[config.mk]
export PLATFORM = sky130hd
export DESIGN_NAME = hicore_rob_ctrl
export DESIGN_NICKNAME = d
export VERILOG_FILES = /design/src/rtl/hicore_rob_pkg.sv /design/src/rtl/hicore_rob_match.sv /design/src/rtl/hicore_rob_ctrl.sv
export SDC_FILE = /design/constraint.sdc
export NUM_CORES = 1
export LEC_CHECK = 0
export ABC_CLOCK_PERIOD_IN_PS = 9700
export CAP_MARGIN = 20
export CORE_MARGIN = 2
export CORE_UTILIZATION = 50
export CTS_BUF_LIST = sky130_fd_sc_hd__clkbuf_8
export DETAILED_ROUTE_END_ITERATION = 10
export GPL_TIMING_DRIVEN = 0
export HOLD_SLACK_MARGIN = 0.06
export PLACE_DENSITY = 0.69
export RECOVER_POWER = 50
export SYNTH_ARGS = -nofsm -noshare
export SYNTH_HDL_FRONTEND = slang
export SYNTH_SLANG_ARGS = --single-unit
export TNS_END_PERCENT = 30
[constraint.sdc]
create_clock -name clk -period 9.7 [get_ports clk]
set_input_delay 1.94 -clock clk [delete_from_list [all_inputs] [get_ports clk]]
set_output_delay 1.94 -clock clk [all_outputs]
set_load 0.01 [all_outputs]
[src/rtl/hicore_rob_pkg.sv]
// Shared widths and entry layout for the HiCore reorder-buffer controller.
package hicore_rob_pkg;

    localparam int unsigned ROB_DEPTH = 8;
    localparam int unsigned PTR_W     = 3;
    localparam int unsigned CNT_W     = PTR_W + 1;
    localparam int unsigned RFIDX_W   = 5;
    localparam int unsigned CSRIDX_W  = 12;
    localparam int unsigned PC_W      = 32;

    // One in-flight instruction as tracked by the ROB
    typedef struct packed {
        logic                valid;
        logic                done;
        logic                excp;
        logic                rd_need;
        logic [RFIDX_W-1:0]  rd_idx;
        logic                csr_need;
        logic [CSRIDX_W-1:0] csr_idx;
        logic [PC_W-1:0]     next_pc;
        logic                fence_i;
        logic                mret;
    } rob_entry_t;

endpackage

[src/rtl/hicore_rob_match.sv]
// Per-entry hazard comparator: flags a RAW/CSR conflict between one ROB entry
// and the operands decode wants to read.
module hicore_rob_match
    import hicore_rob_pkg::*;
(
    input  logic                valid,
    input  logic                rd_need,
    input  logic [RFIDX_W-1:0]  rd_idx,
    input  logic                csr_need,
    input  logic [CSRIDX_W-1:0] csr_idx,
    input  logic                src_rs1_need,
    input  logic [RFIDX_W-1:0]  src_rs1_idx,
    input  logic                src_rs2_need,
    input  logic [RFIDX_W-1:0]  src_rs2_idx,
    input  logic                src_csr_need,
    input  logic [CSRIDX_W-1:0] src_csr_idx,
    output logic                hit
);

    logic rs1_hit;
    logic rs2_hit;
    logic csr_hit;

    // x0 never creates a dependency; CSR address 0 is a real CSR and does
    always_comb begin
        rs1_hit = src_rs1_need && rd_need && (rd_idx == src_rs1_idx) && (src_rs1_idx != '0);
        rs2_hit = src_rs2_need && rd_need && (rd_idx == src_rs2_idx) && (src_rs2_idx != '0);
        csr_hit = src_csr_need && csr_need && (csr_idx == src_csr_idx);
        hit     = valid && (rs1_hit || rs2_hit || csr_hit);
    end

endmodule

[src/rtl/hicore_rob_ctrl.sv]
// In-order reorder-buffer controller: allocation at tail, writeback marking,
// in-order commit from head, dependency check and flush.
module hicore_rob_ctrl
    import hicore_rob_pkg::*;
(
    input  logic                clk,
    input  logic                rst_n,
    input  logic                alloc_en,
    input  logic                alloc_rd_need,
    input  logic [RFIDX_W-1:0]  alloc_rd_idx,
    input  logic                alloc_csr_need,
    input  logic [CSRIDX_W-1:0] alloc_csr_idx,
    input  logic [PC_W-1:0]     alloc_next_pc,
    input  logic                alloc_fence_i,
    input  logic                alloc_mret,
    output logic [PTR_W-1:0]    tail_ptr,
    output logic                full,
    output logic                empty,
    input  logic                rs1_need,
    input  logic [RFIDX_W-1:0]  rs1_idx,
    input  logic                rs2_need,
    input  logic [RFIDX_W-1:0]  rs2_idx,
    input  logic                csr_need,
    input  logic [CSRIDX_W-1:0] csr_idx,
    output logic                depend,
    input  logic                wb_valid,
    input  logic [PTR_W-1:0]    wb_ptr,
    input  logic                wb_excp,
    output logic                cmt_valid,
    input  logic                cmt_ready,
    output logic [PTR_W-1:0]    cmt_ptr,
    output logic                cmt_rd_need,
    output logic [RFIDX_W-1:0]  cmt_rd_idx,
    output logic                cmt_csr_need,
    output logic [CSRIDX_W-1:0] cmt_csr_idx,
    output logic [PC_W-1:0]     cmt_next_pc,
    output logic                cmt_fence_i,
    output logic                cmt_mret,
    output logic                cmt_excp,
    input  logic                flush
);

    rob_entry_t           entries [ROB_DEPTH];
    rob_entry_t           new_entry;
    rob_entry_t           head_entry;
    logic [PTR_W-1:0]     head_ptr;
    logic [CNT_W-1:0]     count;
    logic                 do_alloc;
    logic                 do_pop;
    logic [ROB_DEPTH-1:0] hit_vec;

    // Status and handshakes, all derived from registered state except cmt_ready/alloc_en gating
    always_comb begin
        full       = (count == CNT_W'(ROB_DEPTH));
        empty      = (count == '0);
        head_entry = entries[head_ptr];
        cmt_valid  = head_entry.valid && head_entry.done;
        do_alloc   = alloc_en && !full;
        do_pop     = cmt_valid && cmt_ready;
    end

    // Fresh entry as written at the tail
    always_comb begin
        new_entry          = '0;
        new_entry.valid    = 1'b1;
        new_entry.rd_need  = alloc_rd_need;
        new_entry.rd_idx   = alloc_rd_idx;
        new_entry.csr_need = alloc_csr_need;
        new_entry.csr_idx  = alloc_csr_idx;
        new_entry.next_pc  = alloc_next_pc;
        new_entry.fence_i  = alloc_fence_i;
        new_entry.mret     = alloc_mret;
    end

    // Head entry presented to commit
    always_comb begin
        cmt_ptr      = head_ptr;
        cmt_rd_need  = head_entry.rd_need;
        cmt_rd_idx   = head_entry.rd_idx;
        cmt_csr_need = head_entry.csr_need;
        cmt_csr_idx  = head_entry.csr_idx;
        cmt_next_pc  = head_entry.next_pc;
        cmt_fence_i  = head_entry.fence_i;
        cmt_mret     = head_entry.mret;
        cmt_excp     = head_entry.excp;
    end

    // Entry storage, pointers and occupancy; flush behaves exactly like reset
    always_ff @(posedge clk) begin
        if (!rst_n || flush) begin
            for (int i = 0; i < int'(ROB_DEPTH); i++) begin
                entries[i] <= '0;
            end
            head_ptr <= '0;
            tail_ptr <= '0;
            count    <= '0;
        end else begin
            if (wb_valid && entries[wb_ptr].valid) begin
                entries[wb_ptr].done <= 1'b1;
                entries[wb_ptr].excp <= wb_excp;
            end
            if (do_pop) begin
                entries[head_ptr].valid <= 1'b0;
                head_ptr                <= head_ptr + PTR_W'(1);
            end
            if (do_alloc) begin
                entries[tail_ptr] <= new_entry;
                tail_ptr          <= tail_ptr + PTR_W'(1);
            end
            case ({do_alloc, do_pop})
                2'b10:   count <= count + CNT_W'(1);
                2'b01:   count <= count - CNT_W'(1);
                default: count <= count;
            endcase
        end
    end

    // One hazard comparator per entry, OR-reduced into the decode stall
    for (genvar g = 0; g < int'(ROB_DEPTH); g++) begin : g_match
        hicore_rob_match u_match (
            .valid        (entries[g].valid),
            .rd_need      (entries[g].rd_need),
            .rd_idx       (entries[g].rd_idx),
            .csr_need     (entries[g].csr_need),
            .csr_idx      (entries[g].csr_idx),
            .src_rs1_need (rs1_need),
            .src_rs1_idx  (rs1_idx),
            .src_rs2_need (rs2_need),
            .src_rs2_idx  (rs2_idx),
            .src_csr_need (csr_need),
            .src_csr_idx  (csr_idx),
            .hit          (hit_vec[g])
        );
    end

    // Decode stall
    always_comb begin
        depend = |hit_vec;
    end

endmodule

# Word level (Yosys, flattened, before mapping)
# Memory sizes are Yosys's and may differ from the RTL's. A register that Yosys moved wholly into a read port is not among the register bits.
# Index checks and enable logic that the tools add are counted.
word_totals:
  ff_bits: 10
  ramBits: 448
  n_memories: 1
op_classes:
  addsub: 4
  eq_ne: 27
  muxes: 23
  n_reduce_logical: 103
mem_list:
  columns: ["name", "words", "width", "rd", "rd_ports_with_merged_regs", "write_ports", "line_no", "text"]
  rows:
  - ["entries", 8, 56, 10, 1, 8, "hicore_rob_ctrl.sv:43", "rob_entry_t entries [ROB_DEPTH];"]
ops:
  columns: ["cell", "count"]
  rows:
  - ["$mux 56", 3]
  - ["$reduce_or 56->1", 3]
  - ["$eq 12x12->1", 8]
  - ["$eq 5x5->1", 16]
  - ["$logic_and 1x1->1", 76]
  - ["$logic_or 1x1->1", 17]
  - ["$mux 3", 5]
  - ["$mux 1", 12]
  - ["$reduce_bool 5->1", 2]
  - ["$pmux 4 s2", 1]
  - ["$reduce_or 8->1", 1]
  - ["$add 3x1->3 const B", 2]
  - ["$add 4x1->4 const B", 1]
  - ["$eq 4x4->1 const B", 1]
  - ["$logic_not 4->1", 1]
  - ["$mux 2", 2]
  - ["$sub 4x1->4 const B", 1]
  - ["$eq 2x1->1 const B", 1]
  - ["$eq 2x2->1 const B", 1]
  - ["$logic_not 1->1", 2]
  - ["$reduce_bool 2->1", 1]

# Depth between registers and ports, before layout
# Gate-level depths: netlist of the first run.
logic_depth:
  depth_word: 8
  ltp_mapped: 13

# Cells and area by module
# Synthesis of the first run repeated with hierarchy kept, for this count alone.
hier_totals:
  cells_unflattened: 1629
  area_unflattened_um2: 22982.0
by_module_without_submodules:
  columns: ["module", "n_inst", "cells_each", "area_each_um2", "seq_area_each_um2"]
  rows:
  - ["hicore_rob_ctrl", 1, 1309, 20669.8, 13472.9]
  - ["hicore_rob_match", 8, 40, 289.0, 0.0]

# Worst setup path after synthesis of the first run
# Ideal clock, no wire load.
synth_timing:
  path_kind: "input to register"
  from: "input port alloc_en"
  to: "memory entries[2][0] (netlist bit), enable pin"
  arrival_time_ns: 6.466
  required_ns: 9.163
  slack_ns: 2.697
  cell_stages: 6
  n_path_buf: 2
  path_cell_list: "and2_1 buf_4 inv_2 or3_1 buf_6 o21ai_0"
synth_lines:
  columns: ["item", "line_no", "text"]
  rows:
  - ["start: declaration", "hicore_rob_ctrl.sv:8", "input logic alloc_en,"]
  - ["end: declaration", "hicore_rob_ctrl.sv:43", null]

==> impl_metrics.csv, run 1 <==
group,metric,value,unit
status,status,"finished, violations left",
status,violations,"capacitance limit, slew limit",
min_path,hold_class,"flip-flop to flip-flop",
global_route,grt_max_degree,35,
clock_tree,cts_setup_buffers,0,
logic_synthesis,synth-main-ff-cell,"edfxtp_1",
setup_path,reg2reg_setup_slack,3.61,ns
logic_synthesis,syn_area,22800,sq um
pwr,power_leakage,9.62,nW
setup_path,r2r_end,"entries[0][12]$_SDFFCE_PN0P_",
logic_synthesis,synth-seq-cells,461,
setup_path,worstPathRequired,9.87,ns
clock_tree,root_buffer,"clkbuf_8",
die,initial_core_util,50.4,%
global_route,grt_pass1_vias,14880,
logic_synthesis,ys_top_cells_by_area,"edfxtp_1, and2_1, mux4_2, xnor2_1, xor2_1",
die,die-area,47200,sq um
setup_path,r2r-start,"count[1]$_SDFFE_PP0P_",
timing,skew,0.0373,ns
detailed_routing,routedWlPerCell,25.3,microns
timing,timing.final.crit_period,7.34,ns
finish,layout_commonest_cell,"edfxtp_1",
pwr,ir_drop,0.153,mV
timing,slew-limit-headroom,-160,%
logic_synthesis,synth-edff-count,424,
finish,nNetsFinal,1901,
place,dp_hpwl,41.9,mm
clock_tree,clk_pin_slew_worst_paths,0.06,ns
detailed_routing,drtPass1Iterations,5,
place,numPortBuffers,127,
clock_tree,htreeDepth,3,
logic_synthesis,synth_seq_area_share,59.2,%
detailed_routing,antenna_left,0,
die,fp.dieH,217,microns
logic_synthesis,yosys.area.top_type_share,55.9,%
setup_path,critPathKind,"input pin to flip-flop",
pwr,p_per_area,162,nW/um^2
setup_path,crit_path_top_delay_cell,"clkbuf_1",
clock_tree,clock_latency,0.63,ns
logic_synthesis,ys_async_sr_fraction,0,%
setup_path,crit_top_cell,"clkbuf_1",
clock_tree,holdBufCountCts,0,
clock_tree,ctsLongestPathBuffers,3,
timing,finalHoldViolCount,0,
finish,final_cell_mix,"edfxtp_1, and2_1, and2_0",
global_route,grt_antenna_before_repair,6,
finish,utilization,58.4,%
clock_tree,cts_buffers,78,
timing,tns,0,ns
setup_path,arrival,7.51,ns
timing,tightest_slew,3.85,ns
die,core,45200,sq um
setup_path,critPathTopFamily,"buffers and inverters",
timing,fin_crit_sh,75.6,%
global_route,grt_pass1_wl,92.5,mm
global_route,grt_overflow,0,
setup_path,crit_fanout,32,
min_path,min_to,"entries[2][54]$_SDFFE_PP0P_",
die,fp-row-count,78,
finish,drive_gt1_share,15.8,%
min_path,hp-start,"entries[2][54]$_SDFFE_PP0P_",
setup_path,path_cells,"dlygate4sd3_1 -> and2_0 -> clkbuf_1 -> inv_1 -> or3_1 -> clkbuf_1 -> nor3_1 -> clkbuf_1 -> nand2b_1 -> clkbuf_1",
detailed_routing,num_vias,14133,
clock_tree,tritoncts,"yes",
detailed_routing,postRouteWirelength,62.3,mm
place,gp_congestion,0.893,
finish,n_antenna_cell,0,
timing,rsz0062_at_grt,"no",
timing,slew_viol_final,191,
setup_path,max_stage_delay,1.85,ns
finish,fillers,3632,
detailed_routing,viasPerCell,5.74,
detailed_routing,dr.first_iter.drc_count,1127,
timing,setup_violations,0,
detailed_routing,drc,0,
logic_synthesis,synth_cells,1584,
setup_path,cp-start-kind,"input pin",
setup_path,path_buf_inv,6,
logic_synthesis,syn_nets,1678,
logic_synthesis,ys_types,48,
setup_path,r2r_cells,11,
die,die_w,217,microns
min_path,hold_depth,2,
clock_tree,cts_resized,0,
timing,fmax,136,MHz
logic_synthesis,yosys.area.top_type,"edfxtp_1",
global_route,grt_usage,26.8,%
die,io_pins,152,
logic_synthesis,synth.avg_cell_area,14.4,sq um
job,maxCapViolations,10,
setup_path,crit_path_end_kind,"flip-flop",
logic_synthesis,yosys_warnings,0,
finish,area_growth,16.0,%
clock_tree,clock_sinks,461,
==> power by group <==
group | total [mW] | switching, mW | internal (mW)
clock network | 1.66 | 0.780 | 0.881
registers | 2.29 | 0.0403 | 2.25
logic | 0.321 | 0.176 | 0.144
==> synth_stat cells, drive strengths merged, types with 2 or more instances <==
master / number
nor2b: 3
buf: 29
or4: 5
o41ai: 3
nand3: 27
nand2b: 5
or4b: 2
xnor2: 92
a21oi: 24
inv: 6
nand2: 22
and2: 426
edfxtp: 424
a31o: 7
or3: 3
nand4: 43
o2111ai: 4
nor2: 18
clkbuf: 85
o21a: 2
mux2: 54
o211ai: 4
nor3: 3
o21ai: 17
dfxtp: 37
mux4: 109
xor2: 90
nor4: 24
ha: 5
nand4b: 2
==> metrics by stage <==
| stage | hold slack [ns] | power, mW | worst slack [ns] | instances | cell area, sq um |
|---|---|---|---|---|---|
| floorplan | 0.428 | 2.49 | 2.70 | 1584 | 22800 |
| global placement | 0.443 | 2.65 | -2.29 | 2311 | 24800 |
| detailed placement | 0.450 | 2.66 | 3.40 | 2327 | 25200 |
| CTS | 0.462 | 4.31 | 3.39 | 2462 | 26700 |
| global route | 0.481 | 4.41 | 2.14 | 2462 | 26400 |
| finish | 0.461 | 4.27 | 2.36 | 2462 | 26400 |
==> state kept, by name (all words and copies together), names as in the netlist, named ones only <==
register	flops
cmt_ptr	3
tail_ptr	3
count	4
entries	448
==> area by class of cell <==
type	instances	area [sq um]	area share, %
timing repair buffer	143	1540	5.83
clock inverter	50	282	1.07
clock buffer	85	1170	4.43
inverter	7	26.3	0.0995
sequential	461	13500	51.0
tap	600	751	2.84
multi-input combinational	1002	8720	33.0
buffer	114	448	1.70
==> worst reg2reg max path, stage by stage (launching register included) <==
cell and delay (ns):
dfxtp_1 0.40, nor3_1 0.08, nand2_1 0.09, and2_0 0.19, clkbuf_1 0.23, inv_1 0.11
or3_1 0.37, clkbuf_1 0.25, nor3_1 0.36, clkbuf_1 0.51, nand2b_1 1.16, clkbuf_1 1.85
==> worst max-delay path by stage <==
stage | from | endpoint | slack [ns] | depth (start not counted)
5_1_grt | alloc_en | entries[0][12]$_SDFFCE_PN0P_ | 2.14 | 10
6_report | alloc_en | entries[0][12]$_SDFFCE_PN0P_ | 2.36 | 10
4_1_cts | csr_idx[10] | depend | 3.39 | 8
3_5_place_dp | csr_idx[10] | depend | 3.40 | 8
2_1_floorplan | alloc_en | entries[2][0]$_SDFFCE_PN0P_ | 2.70 | 6
3_3_place_gp | rst_n | entries[5][31]$_SDFFCE_PN0P_ | -2.29 | 5
==> layer usage <==
layer | GRT usage [%] | up-vias | share of wire, %
met5 | 0 | - | 0.066
met4 | 10.2 | 6 | 3.4
met3 | 5.88 | 150 | 7.5
met2 | 45.7 | 551 | 50
met1 | 33.6 | 7160 | 39
li1 | - | 6266 | -
==> logic make-up (layout without fill, tap and decap cells) <==
group	count (synthesis)	after routing	share of synthesized area, %
AOI/OAI and AO/OA	65	65	1.78
and+or+nand+nor	586	586	15.8
DFF	461	461	59.2
muxes	163	163	13.5
buffers and inverters	121	399	2.45
xor gates and xnor gates	182	182	7.00
adders and majority gates	6	6	0.363
No activity file was read; power rests on OpenSTA's default activity.
==> run 2, diff against run 1 <==
--- a/config.mk
+++ b/config.mk
@@ -5,7 +5,7 @@
 export SDC_FILE = /design/constraint.sdc
 export NUM_CORES = 1
 export LEC_CHECK = 0
-export ABC_CLOCK_PERIOD_IN_PS = 9700
+export ABC_CLOCK_PERIOD_IN_PS = 7490
 export CAP_MARGIN = 20
 export CORE_MARGIN = 2
 export CORE_UTILIZATION = 50
==> constraint.sdc (replaced) <==
create_clock -name clk -period 7.49 [get_ports clk]
set_input_delay 1.498 -clock clk [delete_from_list [all_inputs] [get_ports clk]]
set_output_delay 1.498 -clock clk [all_outputs]
set_load 0.01 [all_outputs]
==> run 2 against run 1 <==
The run still ends with capacitance limit, slew limit left; via count increased by 0.35%; non-clock buffer count stayed put; first-iteration DRC count is 0.44% higher; sequential power increased by 30%; register-to-register slack worse by 1.6 ns.
==> impl_metrics.csv, run 2 (same netlist as run 1, synthesis figures left out) <==
group,metric,value,unit
status,status,"finished, violations left",
status,violations,"capacitance limit, slew limit",
timing,timing.final.crit_period,6.24,ns
timing,tns,0,ns
clock_tree,tritoncts,"yes",
die,fp-row-count,78,
finish,layout_commonest_cell,"edfxtp_1",
setup_path,arrival,6.55,ns
die,die-area,47200,sq um
place,placed_cells,2327,
global_route,busiest_layer,"met2",
finish,largest_register,"entries",
global_route,grt_antenna_before_repair,6,
setup_path,cp-start-kind,"input pin",
timing,setup_violations,0,
global_route,met3_usage,5.88,%
setup_path,r2r_cells,10,
global_route,grt_usage,26.8,%
pwr,p_per_area,209,nW/um^2
global_route,grt_pass1_vias,14880,
finish,nNetsFinal,1901,
finish,final_cell_mix,"edfxtp_1, and2_1, and2_0",
finish,drive_gt1_share,16.1,%
clock_tree,clk_pin_slew_worst_paths,0.06,ns
global_route,grt_pass1_wl,92.5,mm
setup_path,worstPathRequired,7.80,ns
min_path,hold_depth,2,
detailed_routing,dr.first_iter.drc_count,1132,
timing,tightest_slew,3.86,ns
detailed_routing,num_vias,14183,
die,initial_core_util,50.4,%
setup_path,critPathKind,"input pin to flip-flop",
timing,slew_viol_final,134,
finish,area_growth,16.3,%
finish,largestRegisters,"entries x448, count x4",
pwr,power_leakage,9.66,nW
timing,slew-limit-headroom,-160,%
clock_tree,htreeDepth,3,
global_route,grt_max_degree,35,
clock_tree,holdBufCountCts,0,
detailed_routing,drtPass1Iterations,7,
clock_tree,cts_resized,0,
place,gp_congestion,0.893,
detailed_routing,viasPerCell,5.76,
detailed_routing,routedWlPerCell,25.3,microns
setup_path,crit_path_end_kind,"flip-flop",
die,die_w,217,microns
finish,utilization,58.6,%
job,maxCapViolations,8,
finish,fillers,3621,
die,fp.dieH,217,microns
detailed_routing,antenna_left,0,
clock_tree,cts_setup_buffers,0,
global_route,grt_util_met1,33.6,%
place,dp_hpwl,41.9,mm
timing,whs,0.460,ns
finish,largest_register_ffs,448,
clock_tree,clock_sinks,461,
timing,finalHoldViolCount,0,
finish,finalNonFillerCells,2462,
clock_tree,clock_latency,0.64,ns
clock_tree,ctsLongestPathBuffers,3,
global_route,met2_usage,45.7,%
die,core,45200,sq um
finish,n_antenna_cell,0,
timing,fin_crit_sh,83.4,%
clock_tree,root_buffer,"clkbuf_8",
place,numPortBuffers,127,
place,dp_slack,2.07,ns
global_route,grt_overflow,0,
detailed_routing,drc,0,
timing,fmax,160,MHz
pwr,ir_drop,0.199,mV
timing,skew,0.0378,ns
min_path,hold_class,"flip-flop to flip-flop",
clock_tree,cts_buffers,78,
timing,fin_ws,1.25,ns
setup_path,crit_fanout,20,
detailed_routing,postRouteWirelength,62.3,mm
timing,rsz0062_at_grt,"no",
die,io_pins,152,
[run 2: cell count changes in the layout (fill, tap and decap cells not counted)]
cell / before / now
clkbuf_1: 105 / 101
buf_12: 4 / 7
buf_16: 6 / 7
clkdlybuf4s50_1: 116 / 117
dlygate4sd3_1: 11 / 10
[run 2: layer usage]
layer	routed length [microns]	vias to the layer above	part of all wire, %
met4	2200	6	3.5
li1	-	6267	-
met1	24200	7183	39
met2	31200	572	50
met3	4650	155	7.5
met5	41	-	0.066
[run 2: where the power goes]
group | leakage [nW] | internal [mW] | total (mW) | switching (mW)
Sequential | 5.03 | 2.91 | 2.97 | 0.0521
Clock | 0.837 | 1.14 | 2.15 | 1.01
Combinational | 3.80 | 0.192 | 0.421 | 0.229
Total | 9.66 | 4.25 | 5.54 | 1.29
[run 2: area by class of cell]
cell class	instances	area [sq um]	share of cell area (%)
flip-flops and latches	461	13500	50.9
multi-input cells	1002	8720	32.9
repair buffers	143	1610	6.09
clock buffers	85	1170	4.42
well taps	600	751	2.84
plain buffers	114	448	1.69
clock inverters	50	282	1.06
inverters	7	26.3	0.0992
[run 2: path summary, 6_finish.rpt]
check	from	endpoint	slack (ns)
worst max-delay path	alloc_en	entries[2][31]$_SDFFCE_PN0P_	1.25
worst max register to register	count[1]$_SDFFE_PP0P_	entries[2][31]$_SDFFCE_PN0P_	2.05
worst min register to register	entries[2][54]$_SDFFE_PP0P_	entries[2][54]$_SDFFE_PP0P_	0.46
worst min-delay path	entries[2][54]$_SDFFE_PP0P_	entries[2][54]$_SDFFE_PP0P_	0.46
[run 2: critical path: stages]
cell           delay, ns
dlygate4sd3_1       0.52
and2_0              0.18
clkbuf_1            0.23
inv_1               0.11
or3_1               0.37
clkbuf_1            0.25
o21ai_0             2.92
buf_12              0.24
buf_16              0.20
[run 2: metrics by stage]
step | power [mW] | instance area, sq um
after floorplan | 3.23 | 22800
after global placement | 3.43 | 24800
after detailed placement | 3.44 | 25200
after CTS | 5.58 | 26700
after global routing | 5.71 | 26500
final | 5.54 | 26500
==> run 3, diff against run 2 <==
--- a/config.mk
+++ b/config.mk
@@ -5,7 +5,7 @@
 export SDC_FILE = /design/constraint.sdc
 export NUM_CORES = 1
 export LEC_CHECK = 0
-export ABC_CLOCK_PERIOD_IN_PS = 7490
+export ABC_CLOCK_PERIOD_IN_PS = 6260
 export CAP_MARGIN = 20
 export CORE_MARGIN = 2
 export CORE_UTILIZATION = 50
==> constraint.sdc (replaced) <==
create_clock -name clk -period 6.26 [get_ports clk]
set_input_delay 1.252 -clock clk [delete_from_list [all_inputs] [get_ports clk]]
set_output_delay 1.252 -clock clk [all_outputs]
set_load 0.01 [all_outputs]
==> run 3 against run 2 <==
The flow still finishes with violations (capacitance limit, slew limit); register-to-register slack worse by 0.69 ns; final area is essentially flat; sequential power rose by 20%; worst setup slack lost 0.46 ns; count of clock-buffer cells in the layout did not move; power increased by 20%; first-iteration DRC count increased by 1.7%; sequential cell count unchanged; via count grew 0.34%; utilization is essentially flat.
==> impl_metrics.csv, run 3 (same netlist as run 1, synthesis figures left out) <==
group,metric,value,unit
setup_path,path_buf_inv,3,
min_path,hold_class,"flip-flop to flip-flop",
pwr,power_leakage,9.65,nW
die,die_w,217,microns
timing,tightest_slew,3.11,ns
timing,finalHoldViolCount,0,
place,numPortBuffers,127,
status,status,"finished, violations left",
detailed_routing,antenna_left,0,
clock_tree,clock_latency,0.64,ns
place,dp_hpwl,41.9,mm
global_route,grt_pass1_wl,92.5,mm
clock_tree,holdBufCountCts,0,
min_path,hp-start,"entries[2][54]$_SDFFE_PP0P_",
setup_path,arrival,5.67,ns
detailed_routing,routedWlPerCell,25.3,microns
timing,rsz0062_at_grt,"no",
pwr,power,6.63,mW
clock_tree,cts_resized,0,
clock_tree,ctsLongestPathBuffers,3,
pwr,ir_drop,0.238,mV
clock_tree,tritoncts,"yes",
detailed_routing,viasPerCell,5.78,
timing,slew_viol_final,135,
setup_path,crit_top_cell,"clkbuf_1",
timing,slew-limit-headroom,-109,%
finish,fillers,3623,
setup_path,crit_path_top_delay_cell,"o21ai_0",
global_route,busiest_layer,"met2",
finish,layout_commonest_cell,"edfxtp_1",
finish,drive_gt1_share,16.0,%
die,core,45200,sq um
place,gp_congestion,0.893,
die,fp.dieH,217,microns
finish,final_cell_mix,"edfxtp_1, and2_1, and2_0",
setup_path,cp-start-kind,"input pin",
finish,nNetsFinal,1901,
finish,multiInputGateArea,8720,sq um
setup_path,critPathTopFamily,"buffers and inverters",
die,die-area,47200,sq um
timing,fin_crit_sh,87.5,%
setup_path,crit_path_end_kind,"flip-flop",
detailed_routing,num_vias,14231,
finish,largest_register_ffs,448,
clock_tree,root_buffer,"clkbuf_8",
timing,skew,0.0379,ns
setup_path,crit_start,"flush",
finish,largest_register,"entries",
clock_tree,htreeDepth,3,
clock_tree,cts_buffers,78,
setup_path,critPathKind,"input pin to flip-flop",
die,io_pins,152,
finish,seq_area,13500,sq um
setup_path,worstPathRequired,6.46,ns
global_route,grt_usage,26.8,%
finish,largestRegisters,"entries x448, count x4",
detailed_routing,drtPass1Iterations,5,
setup_path,reg2reg_setup_slack,1.36,ns
clock_tree,clk_pin_slew_worst_paths,0.06,ns
global_route,grt_pass1_vias,14880,
detailed_routing,drc,0,
job,maxCapViolations,8,
status,violations,"capacitance limit, slew limit",
clock_tree,clock_sinks,461,
timing,setup_violations,0,
timing,timing.final.crit_period,5.48,ns
detailed_routing,dr.first_iter.drc_count,1151,
setup_path,r2r-start,"count[1]$_SDFFE_PP0P_",
global_route,met2_usage,45.7,%
global_route,grt_antenna_before_repair,6,
pwr,p_per_area,250,nW/um^2
setup_path,crit_fanout,19,
global_route,grt_util_met1,33.6,%
setup_path,path_cells,"dlygate4sd3_1 -> nor2b_1 -> clkbuf_1 -> nand3_1 -> o21ai_0 -> clkbuf_1",
global_route,grt_overflow,0,
setup_path,max_stage_delay,1.59,ns
timing,whs,0.459,ns
clock_tree,cts_setup_buffers,0,
global_route,met3_usage,5.88,%
die,fp-row-count,78,
die,initial_core_util,50.4,%
finish,area_growth,16.3,%
detailed_routing,postRouteWirelength,62.4,mm
timing,fmax,183,MHz
global_route,grt_max_degree,35,
finish,n_antenna_cell,0,
[run 3: cell types whose count changed in the layout (fill, tap and decap cells not counted), sizes merged]
cell    previous run  this run
buf               29        28
clkbuf           186       187
[run 3: report_power, final]
part | internal, mW | switching [mW]
Clock | 1.37 | 1.21
Sequential | 3.48 | 0.0622
Combinational | 0.228 | 0.274
[run 3: path summary, 6_finish.rpt]
| check | end | cells past startpoint |
|---|---|---|
| max | entries[7][48]$_SDFFCE_PN0P_ | 6 |
| min | entries[2][54]$_SDFFE_PP0P_ | 2 |
| max reg2reg | entries[4][49]$_SDFFCE_PN0P_ | 9 |
| min reg2reg | entries[2][54]$_SDFFE_PP0P_ | 2 |
[run 3: layer usage]
layer	part of all wire, %	up-vias
met5	0.066	-
met4	3.4	6
met3	7.5	150
met2	50	563
met1	39	7238
li1	-	6274
[run 3: layout make-up]
type,count,area share (%)
timing repair buffer,143,6.03
inverter,7,0.0993
tap,600,2.84
clock inverter,50,1.06
multi-input combinational,1002,32.9
buffer,114,1.69
clock buffer,85,4.42
sequential,461,50.9
[run 3: through the flow]
| stage | std cells | util, % | setup TNS, ns | cell area [sq um] | setup slack [ns] |
|---|---|---|---|---|---|
| final | 2462 | 58.6 | 0 | 26500 | 0.784 |
| after global routing | 2462 | 58.6 | 0 | 26500 | 0.546 |
| after CTS | 2462 | 59.1 | 0 | 26700 | 1.20 |
| after detailed placement | 2327 | 55.9 | 0 | 25200 | 1.25 |
| after global placement | 2311 | 54.8 | -1518.46 | 24800 | -5.04 |
| after floorplan | 1584 | - | -8.79 | 22800 | -0.0553 |
[run 3: worst register-to-register path: cells and delay by family, from the launching register on]
kind | cells | cell delay (ns)
compound gates | 1 | 1.62
buf+inv | 4 | 1.70
simple gates | 4 | 0.73
flops | 1 | 0.40
